==> config.mk <==
export PLATFORM = sky130hd
export DESIGN_NAME = seq_detect_scheduler
export DESIGN_NICKNAME = d
export VERILOG_FILES = /design/src/rtl/seq_detect_scheduler.sv
export SDC_FILE = /design/constraint.sdc
export NUM_CORES = 1
export LEC_CHECK = 0
export BUFFER_PORTS_ARGS = -buffer_cell sky130_fd_sc_hd__buf_2
export CAP_MARGIN = 0
export CORE_AREA = 2 2 68 70
export DETAILED_ROUTE_END_ITERATION = 8
export DIE_AREA = 0 0 70 72
export GPL_TIMING_DRIVEN = 0
export MAX_ROUTING_LAYER = met4
export PLACE_DENSITY = 0.83
export SLEW_MARGIN = 10
export SYNTH_ARGS = -nofsm -noshare
export SYNTH_HDL_FRONTEND = slang
export SYNTH_SLANG_ARGS = --single-unit
==> constraint.sdc <==
create_clock -name clock -period 8.3 [get_ports clock]
set_input_delay 2.075 -clock clock [delete_from_list [all_inputs] [get_ports clock]]
set_output_delay 2.075 -clock clock [all_outputs]
set_load 0.005 [all_outputs]
==> src/rtl/seq_detect_scheduler.sv <==
// seq_detect_scheduler
// One "1011" overlapping sequence detector shared round-robin between NCH
// serial channels. Each channel has its own saved detector state, and at most
// one bit is accepted per cycle. Every match is reported with its channel
// number and added to a saturating running total.
//
// state | meaning
// S0    | nothing useful seen yet
// S1    | last bit was 1
// S10   | last bits were 1,0
// S101  | last bits were 1,0,1
// S1011 | full match just completed (overlap allowed)
module seq_detect_scheduler #(
    parameter int NCH  = 4,
    parameter int CW   = 2,
    parameter int CNTW = 16
) (
    input  logic              clock,
    input  logic              reset,
    input  logic [NCH-1:0]    bit_valid,
    input  logic [NCH-1:0]    bit_in,
    output logic [NCH-1:0]    bit_ready,
    input  logic [NCH-1:0]    chan_clear,
    output logic              det_valid,
    output logic [CW-1:0]     det_ch,
    output logic [CNTW-1:0]   match_count
);

    typedef enum logic [2:0] {
        S0    = 3'd0,
        S1    = 3'd1,
        S10   = 3'd2,
        S101  = 3'd3,
        S1011 = 3'd4
    } state_t;

    state_t            chan_state_q [NCH];
    logic [CW-1:0]     ptr_q, ptr_d;
    logic              det_valid_q, det_valid_d;
    logic [CW-1:0]     det_ch_q, det_ch_d;
    logic [CNTW-1:0]   match_count_q, match_count_d;

    logic [NCH-1:0]    grant;
    logic              grant_any;
    logic [CW-1:0]     grant_idx;
    state_t            cur_state;
    state_t            nxt_state;
    logic              cur_bit;
    logic              match_hit;

    // Round-robin grant: first valid channel at or after the pointer, wrapping.
    always_comb begin : p_grant
        int cand;
        grant     = '0;
        grant_any = 1'b0;
        grant_idx = '0;
        cand      = 0;
        for (int off = 0; off < NCH; off++) begin
            cand = int'(ptr_q) + off;
            if (cand >= NCH) cand = cand - NCH;
            if (!grant_any && bit_valid[cand]) begin
                grant[cand] = 1'b1;
                grant_any   = 1'b1;
                grant_idx   = CW'(cand);
            end
        end
    end

    assign bit_ready = grant;

    // Shared detector transition for the granted channel; unknown encodings fall back to S0.
    always_comb begin
        cur_state = chan_state_q[grant_idx];
        cur_bit   = bit_in[grant_idx];
        nxt_state = S0;
        case (cur_state)
            S0:      nxt_state = cur_bit ? S1    : S0;
            S1:      nxt_state = cur_bit ? S1    : S10;
            S10:     nxt_state = cur_bit ? S101  : S0;
            S101:    nxt_state = cur_bit ? S1011 : S10;
            S1011:   nxt_state = cur_bit ? S1    : S10;
            default: nxt_state = S0;
        endcase
    end

    // Match detection, pointer advance and saturating counter next values.
    always_comb begin
        // A clear on the granted channel swallows the bit without reporting it.
        match_hit   = grant_any && !chan_clear[grant_idx] && (nxt_state == S1011);
        ptr_d       = ptr_q;
        if (grant_any) begin
            ptr_d = (grant_idx == CW'(NCH - 1)) ? '0 : grant_idx + 1'b1;
        end
        det_valid_d   = match_hit;
        det_ch_d      = match_hit ? grant_idx : det_ch_q;
        match_count_d = match_count_q;
        if (match_hit && (match_count_q != {CNTW{1'b1}})) begin
            match_count_d = match_count_q + 1'b1;
        end
    end

    // Saved per-channel detector states and registered outputs.
    always_ff @(posedge clock or posedge reset) begin
        if (reset) begin
            for (int i = 0; i < NCH; i++) chan_state_q[i] <= S0;
            ptr_q         <= '0;
            det_valid_q   <= 1'b0;
            det_ch_q      <= '0;
            match_count_q <= '0;
        end else begin
            for (int i = 0; i < NCH; i++) begin
                if (chan_clear[i]) begin
                    chan_state_q[i] <= S0;
                end else if (grant[i]) begin
                    chan_state_q[i] <= nxt_state;
                end
            end
            ptr_q         <= ptr_d;
            det_valid_q   <= det_valid_d;
            det_ch_q      <= det_ch_d;
            match_count_q <= match_count_d;
        end
    end

    assign det_valid   = det_valid_q;
    assign det_ch      = det_ch_q;
    assign match_count = match_count_q;

endmodule

==> results by group, run 1 <==
Synthesis
  – Synth Instances: 259
  – Register bit count reported by yosys: 33
  – Commonest cells post-synth: dfrtp_1, nand3_1, nor2_1
  – Number of synthesized flops with an enable pin: 0
  – Post-Syn Area per Cell: 9.918 µm²
  – Yosys warnings: 0
  – Netlist cell types: 64
  – FFs w/ async S/R, synth: 100.0%
  – Synthesized area: 2569 µm²
  – Most frequent cell after synthesis: dfrtp_1
  – Top-area cell type share of the netlist area: 32.15%
  – Top post-synthesis cells by area: dfrtp_1, xnor2_1, mux2i_1
  – Seq/Total Area, Yosys: 32.15%
  – Yosys top cell by area: dfrtp_1
  – Synth Flop Type: dfrtp_1
  – Net Count, Synth: 282

Timing
  – Final Skew: 0.004310 ns
  – Final critical-path required period: 6.393 ns
  – Tcrit/Tclk final: 77.03%
  – Setup Viol. Count Final: 0
  – Final Hold Viols: 0
  – Max Fclk: 156.4 MHz
  – Relative slew slack: 54.59%
  – RSZ-0062 raised after global routing: false
  – Slew Viols, Final: 0
  – Setup_tns: 0 ns
  – Worst Max-Slew Pin Slew: 0.6802 ns

Setup path
  – Worst setup path class: primary input to primary output
  – Worst r2r src: ptr_q[0]
  – Crit path from: bit_valid[1]
  – Critical Path Sink Type: primary output
  – Critical Path Sink: bit_ready[0]
  – Startpoint Class: primary input
  – R2r worst-path depth: 13
  – Worst-path maximum fanout: 10
  – FF-to-FF End: chan_state_q[1]
  – Reg-to-reg slack, setup: 3.65 ns
  – CP arrival: 4.32 ns
  – Req. time, crit path: 6.23 ns

Power and ir drop
  – IR drop worst, VDD: 0.0003222 V
  – Net Sw Power: 0.0006031 W
  – Total power: 0.001186 W
  – LEAKAGE: 1.325 nW
  – Power share of the combinational group: 70.3%
  – Clock power share: 11.1%
  – Sequential power share: 18.6%
  – Net Sw Frac: 50.86%
  – Int Pwr: 0.0005827 W
  – Pwr per Cell Area: 407.4 nW/µm²

Routing
  – Post-DR wirelength/cell: 17.48 µm
  – Drc violations: 0
  – Via density: 6.520
  – DR iter-0 viols: 202
  – 1st-pass router iterations: 5
  – Detailed Route WL: 6.189 mm
  – Vias: 2308
  – Post-DRT Antenna Nets: 0

Status
  – Status: completed

GRT
  – Total gr overflow: 0
  – Tot GR Track Use: 26.07%
  – GR Util met2: 38.94%
  – First-pass GRT wire length: 10.13 mm
  – Routing usage on met3: 6.528%
  – GR peak layer: met2
  – Largest net degree at the start of global routing: 34
  – Vias in the first global route: 2122
  – Initial antenna violation count: 0
  – Grt met1 use: 35.65%

Clock network
  – H-tree depth: 2
  – Setup Buffers After CTS: 0
  – Post-cts sizing count: 0
  – Clock transition at path regs: 0.07 ns
  – Max Buffers Root-to-Sink: 2
  – # clock sinks: 33
  – Worst-skew pair later-pin latency: 0.29 ns
  – TritonCTS clock tree: built
  – Hold-fix buffer count after cts: 0
  – Root Driver: clkbuf_8
  – CTS Buf Count: 5

Finish
  – Synth-to-layout area growth: 13.30%
  – NumNets Final: 324
  – Layout cells sized above 1: 26.82%
  – Count of antenna diodes in the layout: 0

Floorplanning
  – Vert. Die Dim: 72 µm
  – Total die area: 5040 µm²
  – Die X: 70 µm
  – Core area: 4264 µm²
  – I/O pin count: 37
  – Initial Util: 60.24%
  – Row count: 24

Flow run
  – Max_cap viols: 0

Placement
  – Post-DP HPWL: 4.524 mm
  – Buffers on Ports: 35
  – GPL Wtd Cong: 0.8940

Worst hold path
  – Worst hold path class: flop to flop
-- metal layers --
layer / vias up / wire length [µm]
li1: 1075 / -
met1: 1118 / 2653
met2: 103 / 2899
met3: 12 / 552
met4: 0 / 85
met5: - / 0
-- state kept, by name (all words and copies together) (netlist names) --
register,cells
chan_state_q,12
det_valid,1
match_count,16
det_ch,2
ptr_q,2
-- critical path, stage by stage --
cell and delay (ns):
buf_2 0.11, clkbuf_1 0.21, mux4_2 0.51, buf_2 0.20, nor3_2 0.27, and2_1 0.31, a22oi_1 0.10, o21a_1 0.24
inv_1 0.16, buf_2 0.13
-- power by group through the flow --
stage,registers (W),logic [W],clock network [W]
after detailed placement,0.000224,0.000813,0
after floorplan,0.000216,0.000641,0
after CTS,0.000221,0.000818,0.000137
after global placement,0.000223,0.000792,0
final,0.000220,0.000833,0.000132
after global routing,0.000226,0.000903,0.000143
-- worst min path at each step --
| stage | depth (start not counted) | start | slack, ns | endpoint |
|---|---|---|---|---|
| detailed placement | 1 | match_count[7] | 0.48 | match_count[7] |
| floorplan | 1 | match_count[7] | 0.48 | match_count[7] |
| CTS | 1 | match_count[7] | 0.50 | match_count[7] |
| global route | 1 | match_count[7] | 0.51 | match_count[7] |
| global placement | 1 | match_count[7] | 0.47 | match_count[7] |
| finish | 1 | match_count[15] | 0.50 | match_count[15] |
-- cell type report --
cell class / count / area, µm²
fillers: 338 / 1354
flip-flops and latches: 33 / 825.8
inverters: 14 / 52.55
clock inverters: 1 / 5.005
plain buffers: 12 / 80.08
well taps: 52 / 65.06
multi-input cells: 200 / 1610
clock buffers: 7 / 96.34
repair buffers: 35 / 175.2
-- logic make-up (layout without fill, tap and decap cells) --
group | after synthesis | count (layout) | share of synthesized area (%)
buffers and inverters | 26 | 69 | 5.163
AND/OR/NAND/NOR | 84 | 84 | 18.75
adder cells (fa/ha/maj) | 9 | 9 | 4.384
flip-flops | 33 | 33 | 32.15
XOR/XNOR | 16 | 16 | 5.455
AO/OA/AOI/OAI | 71 | 71 | 23.72
multiplexers | 20 | 20 | 10.38
-- cells in the final DEF (no fill, tap or decap), types with 5 or more instances in the layout --
cell type,synthesis,routed
o21ai_0,5,5
mux2i_1,12,12
ha_1,9,9
a22oi_1,13,13
xnor2_1,16,16
inv_1,14,13
nand4_1,5,5
buf_2,3,38
nand3_1,19,19
a21oi_1,8,8
nand2_1,8,8
dfrtp_1,33,33
clkbuf_8,0,7
nor2_1,18,18
and3_1,8,8
-- through the flow --
| stage | hold WS, ns | utilization [%] | cells | worst slack (ns) | instance area, µm² |
|---|---|---|---|---|---|
| detailed placement | 0.4818 | 65.87 | 346 | 2.008 | 2809 |
| CTS | 0.4962 | 68.25 | 354 | 1.995 | 2910 |
| floorplan | 0.4808 | - | 259 | 2.565 | 2569 |
| global placement | 0.4728 | 65.87 | 346 | 2.039 | 2809 |
| finish | 0.4989 | 68.25 | 354 | 1.907 | 2910 |
| global route | 0.5097 | 68.25 | 354 | 1.814 | 2910 |
Power figures use the tool's default switching activity.
==> inputs of run 2 (changes only) <==
--- a/config.mk
+++ b/config.mk
@@ -7,12 +7,12 @@
 export LEC_CHECK = 0
 export BUFFER_PORTS_ARGS = -buffer_cell sky130_fd_sc_hd__buf_2
 export CAP_MARGIN = 0
-export CORE_AREA = 2 2 68 70
+export CORE_AREA = 2 2 70 72
 export DETAILED_ROUTE_END_ITERATION = 8
-export DIE_AREA = 0 0 70 72
+export DIE_AREA = 0 0 72 74
 export GPL_TIMING_DRIVEN = 0
 export MAX_ROUTING_LAYER = met4
-export PLACE_DENSITY = 0.83
+export PLACE_DENSITY = 0.79
 export SLEW_MARGIN = 10
 export SYNTH_ARGS = -nofsm -noshare
 export SYNTH_HDL_FRONTEND = slang
==> constraint.sdc (replaced) <==
create_clock -name clock -period 6.3 [get_ports clock]
set_input_delay 1.575 -clock clock [delete_from_list [all_inputs] [get_ports clock]]
set_output_delay 1.575 -clock clock [all_outputs]
set_load 0.005 [all_outputs]
==> results by group, run 2 (same netlist as run 1, synthesis figures left out) <==
Floorplanning
  – Vert. Die Dim: 74 µm (+2.8%)
  – Total die area: 5328 µm² (+5.7%)
  – Die X: 72 µm (+2.9%)
  – I/O pin count: 37 (unchanged)
  – Core area: 4598 µm² (+7.8%)
  – Row count: 25 (+4.2%)
  – Initial Util: 55.86% (-4.4 points)

Finish
  – NumNets Final: 324 (unchanged)
  – Number of flip-flops in the largest register: 16 (unchanged)
  – Commonest non-fill, non-tap cell in the layout: buf_2
  – Layout cells sized above 1: 26.49% (-0.33 points)
  – Count of antenna diodes in the layout: 0 (unchanged)
  – Synth-to-layout area growth: 13.98%
  – Most frequent cells in the layout: buf_2, dfrtp_1, nand3_1

Setup path
  – Cells along the critical path: buf_2 > inv_1 > clkbuf_1 > ha_1 > clkbuf_2 > mux4_2 > nor3_2 > and2_1 > a22oi_1 > o21a_1 > inv_1 > buf_2
  – Reg-to-reg slack, setup: 1.54 ns (-2.11 ns)
  – FF-to-FF End: chan_state_q[1]
  – Worst-path maximum fanout: 13 (+3)
  – Slowest stage delay, CP: 0.49 ns (-0.02 ns)
  – Slowest CP cell: dfrtp_1
  – CP arrival: 3.77 ns (-0.55 ns)
  – R2r worst-path depth: 13 (unchanged)
  – Startpoint Class: flop
  – Critical Path Sink Type: primary output
  – Worst r2r src: ptr_q[0]
  – Worst setup path class: flop to primary output
  – Crit path from: ptr_q[0]
  – Req. time, crit path: 4.72 ns (-1.51 ns)

Routing
  – Post-DRT Antenna Nets: 0 (unchanged)
  – DR iter-0 viols: 171 (-15%)
  – Via density: 6.340 (-2.8%)
  – Detailed Route WL: 6.304 mm (+1.9%)
  – 1st-pass router iterations: 5 (unchanged)
  – Post-DR wirelength/cell: 17.71 µm (+1.3%)
  – Vias: 2257 (-2.2%)
  – Drc violations: 0 (unchanged)

GRT
  – First-pass GRT wire length: 10.23 mm (+1.0%)
  – Initial antenna violation count: 0 (unchanged)
  – Largest net degree at the start of global routing: 34 (unchanged)
  – Tot GR Track Use: 25.37% (-0.70 points)
  – Total gr overflow: 0 (unchanged)
  – Vias in the first global route: 2094 (-1.3%)

Clock network
  – H-tree depth: 2 (unchanged)
  – CTS Buf Count: 5 (unchanged)
  – TritonCTS clock tree: built
  – Root Driver: clkbuf_8
  – # clock sinks: 33 (unchanged)
  – Hold-fix buffer count after cts: 0 (unchanged)
  – Setup Buffers After CTS: 0 (unchanged)
  – Max Buffers Root-to-Sink: 2 (unchanged)
  – Post-cts sizing count: 0 (unchanged)
  – Clock transition at path regs: 0.08 ns (about the same)
  – Worst-skew pair later-pin latency: 0.29 ns (about the same)

Timing
  – Relative slew slack: 51.49% (-3.1 points)
  – Final critical-path required period: 5.344 ns
  – Max Fclk: 187.1 MHz
  – Worst Max-Slew Pin Slew: 0.7266 ns (+0.04648 ns)
  – Tcrit/Tclk final: 84.83%
  – Slew Viols, Final: 0 (unchanged)
  – Setup_tns: 0 ns (unchanged)
  – Setup Viol. Count Final: 0 (unchanged)
  – Final Skew: 0.01080 ns (+0.006491 ns)
  – RSZ-0062 raised after global routing: false
  – Final Hold Viols: 0 (unchanged)

Flow run
  – Max_cap viols: 0 (unchanged)

Placement
  – GPL Wtd Cong: 0.8879 (-0.68%)
  – Buffers on Ports: 35 (unchanged)
  – Post-DP HPWL: 4.607 mm (+1.8%)

Worst hold path
  – Worst hold path class: flop to flop
  – Worst Hold Endpoint: match_count[7]
  – Hold_sp: match_count[7]
  – Hold Path Stages: 1 (unchanged)

Power and ir drop
  – IR drop worst, VDD: 0.0003795 V (+18%)
  – LEAKAGE: 1.329 nW (+0.32%)
  – Pwr per Cell Area: 545.3 nW/µm² (+34%)
  – Total power: 0.001597 W (+35%)

Status
  – Status: completed
## run 2: cell count changes in the layout (fill, tap and decap cells not counted), sizes merged
cell    delta
clkinv     -1
bufinv     +1
## run 2: worst max path at each step
stage	to	slack (ns)	cells past startpoint
2_1_floorplan	bit_ready[0]	1.56	8
3_3_place_gp	bit_ready[2]	1.07	10
3_5_place_dp	bit_ready[3]	1.03	10
4_1_cts	bit_ready[3]	1.01	10
5_1_grt	bit_ready[0]	0.73	12
6_report	bit_ready[3]	0.96	12
## run 2: final cells by class
class / count / area, µm²
clock inverter: 1 / 30.03
buffer: 12 / 80.08
multi-input combinational: 200 / 1610
clock buffer: 7 / 86.33
sequential: 33 / 825.8
tap: 54 / 67.56
fill: 388 / 1670
inverter: 14 / 52.55
timing repair buffer: 35 / 175.2
## run 2: metal layers
layer  wire [µm]  track usage (%)  vias up
li1            -                -     1073
met1        2990            35.89     1095
met2        2850            38.99       79
met3         379            4.065       10
met4          83            5.031        0
met5           0                -        -
## run 2: through the flow
step	utilization (%)	hold WS, ns	cell area, µm²	worst slack (ns)	instances
floorplan	-	0.4808	2569	1.565	259
global placement	61.14	0.4775	2811	1.070	348
detailed placement	61.14	0.4802	2811	1.032	348
CTS	63.67	0.4929	2928	1.009	356
global route	63.67	0.5217	2928	0.7320	356
finish	63.67	0.4956	2928	0.9558	356
## run 2: where the power goes
group	leakage, nW	internal [W]	switching [W]
registers	0.449	0.000249	0.0000388
clock network	0.0585	0.000129	0.0000813
logic	0.822	0.000419	0.000679
## run 2: critical path, delay by kind of cell, from the launching register on
kind | cells | cell delay (ns)
flip-flops | 1 | 0.49
buffers and inverters | 6 | 1.35
AO/OA/AOI/OAI | 2 | 0.31
multiplexers | 1 | 0.46
adder cells (fa/ha/maj) | 1 | 0.33
AND/OR/NAND/NOR | 2 | 0.54
==> inputs of run 3 (changes only) <==
==> constraint.sdc (replaced) <==
create_clock -name clock -period 5.3 [get_ports clock]
set_input_delay 1.325 -clock clock [delete_from_list [all_inputs] [get_ports clock]]
set_output_delay 1.325 -clock clock [all_outputs]
set_load 0.005 [all_outputs]
==> results by group, run 3 (same netlist as run 1, synthesis figures left out) <==
Finish
  – Multi-input gate area: 1610 µm² (unchanged)
  – Synth-to-layout area growth: 13.83%
  – Commonest non-fill, non-tap cell in the layout: buf_2
  – Count of antenna diodes in the layout: 0 (unchanged)
  – Finished Layout Cells: 355 (-0.28%)
  – NumNets Final: 323 (-0.31%)
  – Layout cells sized above 1: 26.58% (+0.088 points)
  – Number of flip-flops in the largest register: 16 (unchanged)
  – Most frequent cells in the layout: buf_2, dfrtp_1, nand3_1
  – Fillers: 388 (unchanged)
  – Finished Cell Area: 2924 µm² (-0.13%)
  – FF/Latch Area: 825.8 µm² (unchanged)

Flow run
  – Max_cap viols: 0 (unchanged)

Clock network
  – Root Driver: clkbuf_8
  – Max Buffers Root-to-Sink: 2 (unchanged)
  – H-tree depth: 2 (unchanged)
  – Post-cts sizing count: 0 (unchanged)
  – TritonCTS clock tree: built
  – Hold-fix buffer count after cts: 0 (unchanged)
  – Setup Buffers After CTS: 0 (unchanged)
  – CTS Buf Count: 5 (unchanged)
  – # clock sinks: 33 (unchanged)
  – Clock transition at path regs: 0.08 ns (about the same)
  – Worst-skew pair later-pin latency: 0.29 ns (about the same)

Timing
  – Final Hold Viols: 0 (unchanged)
  – Setup Viol. Count Final: 0 (unchanged)
  – Final critical-path required period: 4.951 ns
  – Max Fclk: 202.0 MHz
  – Final Skew: 0.01237 ns (+0.001572 ns)
  – Worst Max-Slew Pin Slew: 0.7296 ns (+0.002993 ns)
  – Slew Viols, Final: 0 (unchanged)
  – Setup_tns: 0 ns (unchanged)
  – Tcrit/Tclk final: 93.42%
  – Relative slew slack: 51.29% (-0.20 points)
  – RSZ-0062 raised after global routing: false

GRT
  – GR peak layer: met2
  – Vias in the first global route: 2094 (unchanged)
  – Tot GR Track Use: 25.37% (unchanged)
  – Total gr overflow: 0 (unchanged)
  – Initial antenna violation count: 0 (unchanged)
  – GR Util met2: 38.99% (unchanged)
  – Grt met1 use: 35.89% (unchanged)
  – Routing usage on met3: 4.065% (unchanged)
  – Largest net degree at the start of global routing: 34 (unchanged)
  – First-pass GRT wire length: 10.23 mm (unchanged)

Floorplanning
  – Row count: 25 (unchanged)
  – Initial Util: 55.86% (unchanged)
  – I/O pin count: 37 (unchanged)
  – Core area: 4598 µm² (unchanged)
  – Total die area: 5328 µm² (unchanged)
  – Vert. Die Dim: 74 µm (unchanged)
  – Die X: 72 µm (unchanged)

Setup path
  – Worst r2r src: ptr_q[0]
  – FF-to-FF End: chan_state_q[1]
  – R2r worst-path depth: 12 (-1)
  – Startpoint Class: flop
  – Worst-path maximum fanout: 17 (+4)
  – Critical Path Sink Type: primary output
  – Reg-to-reg slack, setup: 0.69 ns (-0.85 ns)
  – Req. time, crit path: 3.97 ns (-0.75 ns)
  – Worst setup path class: flop to primary output
  – CP arrival: 3.63 ns (-0.14 ns)

Placement
  – Placed instance count: 348 (unchanged)
  – Post-DP HPWL: 4.607 mm (unchanged)
  – Buffers on Ports: 35 (unchanged)
  – GPL Wtd Cong: 0.8879 (unchanged)
  – Dpl cell area: 2811 µm² (unchanged)

Power and ir drop
  – LEAKAGE: 1.328 nW (about the same)
  – Pwr per Cell Area: 650.9 nW/µm² (+19%)
  – Total power: 0.001903 W (+19%)
  – IR drop worst, VDD: 0.0004534 V (+19%)

Worst hold path
  – Worst Hold Endpoint: match_count[7]
  – Hold Path Stages: 1 (unchanged)
  – Worst hold path class: flop to flop
  – Hold_sp: match_count[7]

Routing
  – 1st-pass router iterations: 8 (+3)
  – Vias: 2277 (+0.89%)
  – Drc violations: 0 (unchanged)
  – DR iter-0 viols: 174 (+1.8%)
  – Post-DR wirelength/cell: 17.88 µm (+0.95%)
  – Detailed Route WL: 6.346 mm (+0.67%)
  – Via density: 6.414 (+1.2%)
  – Post-DRT Antenna Nets: 0 (unchanged)

Status
  – Status: completed
## run 3: cell count changes in the layout (fill, tap and decap cells not counted), sizes merged
cell,previous run,this run
clkbuf,11,10
## run 3: worst max-delay path by stage
stage,from,to,cells after the start,slack [ns]
CTS,ptr_q[0],bit_ready[3],12,0.26
global placement,bit_valid[1],bit_ready[2],10,0.57
finish,ptr_q[0],bit_ready[3],11,0.35
detailed placement,bit_valid[1],bit_ready[3],10,0.53
global route,ptr_q[0],bit_ready[0],11,0.14
floorplan,bit_valid[1],bit_ready[0],8,1.06
## run 3: metrics by stage
step                      setup slack (ns)  utilization, %  hold slack, ns
after floorplan                      1.065               -          0.4808
after global placement              0.5697           61.14          0.4775
after detailed placement            0.5322           61.14          0.4802
after CTS                           0.2625           63.67          0.4929
after global routing                0.1353           63.59          0.5217
final                               0.3489           63.59          0.4957
## run 3: per-layer routing
metal / share of wire [%] / up-vias
li1: - / 1079
met1: 46 / 1097
met2: 45 / 89
met3: 7.1 / 12
met4: 1.5 / 0
met5: 0 / -
## run 3: report_power, final
| group | switching (W) | internal, W |
|---|---|---|
| Combinational | 0.000813 | 0.000496 |
| Sequential | 0.0000467 | 0.000296 |
| Clock | 0.0000971 | 0.000153 |
| Total | 0.000957 | 0.000946 |
## run 3: critical path: stages, from the launching register on
cell	delay, ns
dfrtp_1	0.54
buf_2	0.31
inv_1	0.29
ha_1	0.37
clkbuf_2	0.22
mux4_2	0.47
nor3_2	0.23
and2_1	0.30
a22oi_1	0.11
o21a_1	0.21
inv_1	0.15
buf_2	0.13
## run 3: final cells by class
type	count	area share, %
Multi-Input combinational cell	200	55.07
Sequential cell	33	28.24
Timing Repair Buffer	35	5.991
Clock buffer	7	2.953
Buffer	11	2.610
Tap cell	54	2.311
Inverter	14	1.797
Clock inverter	1	1.027
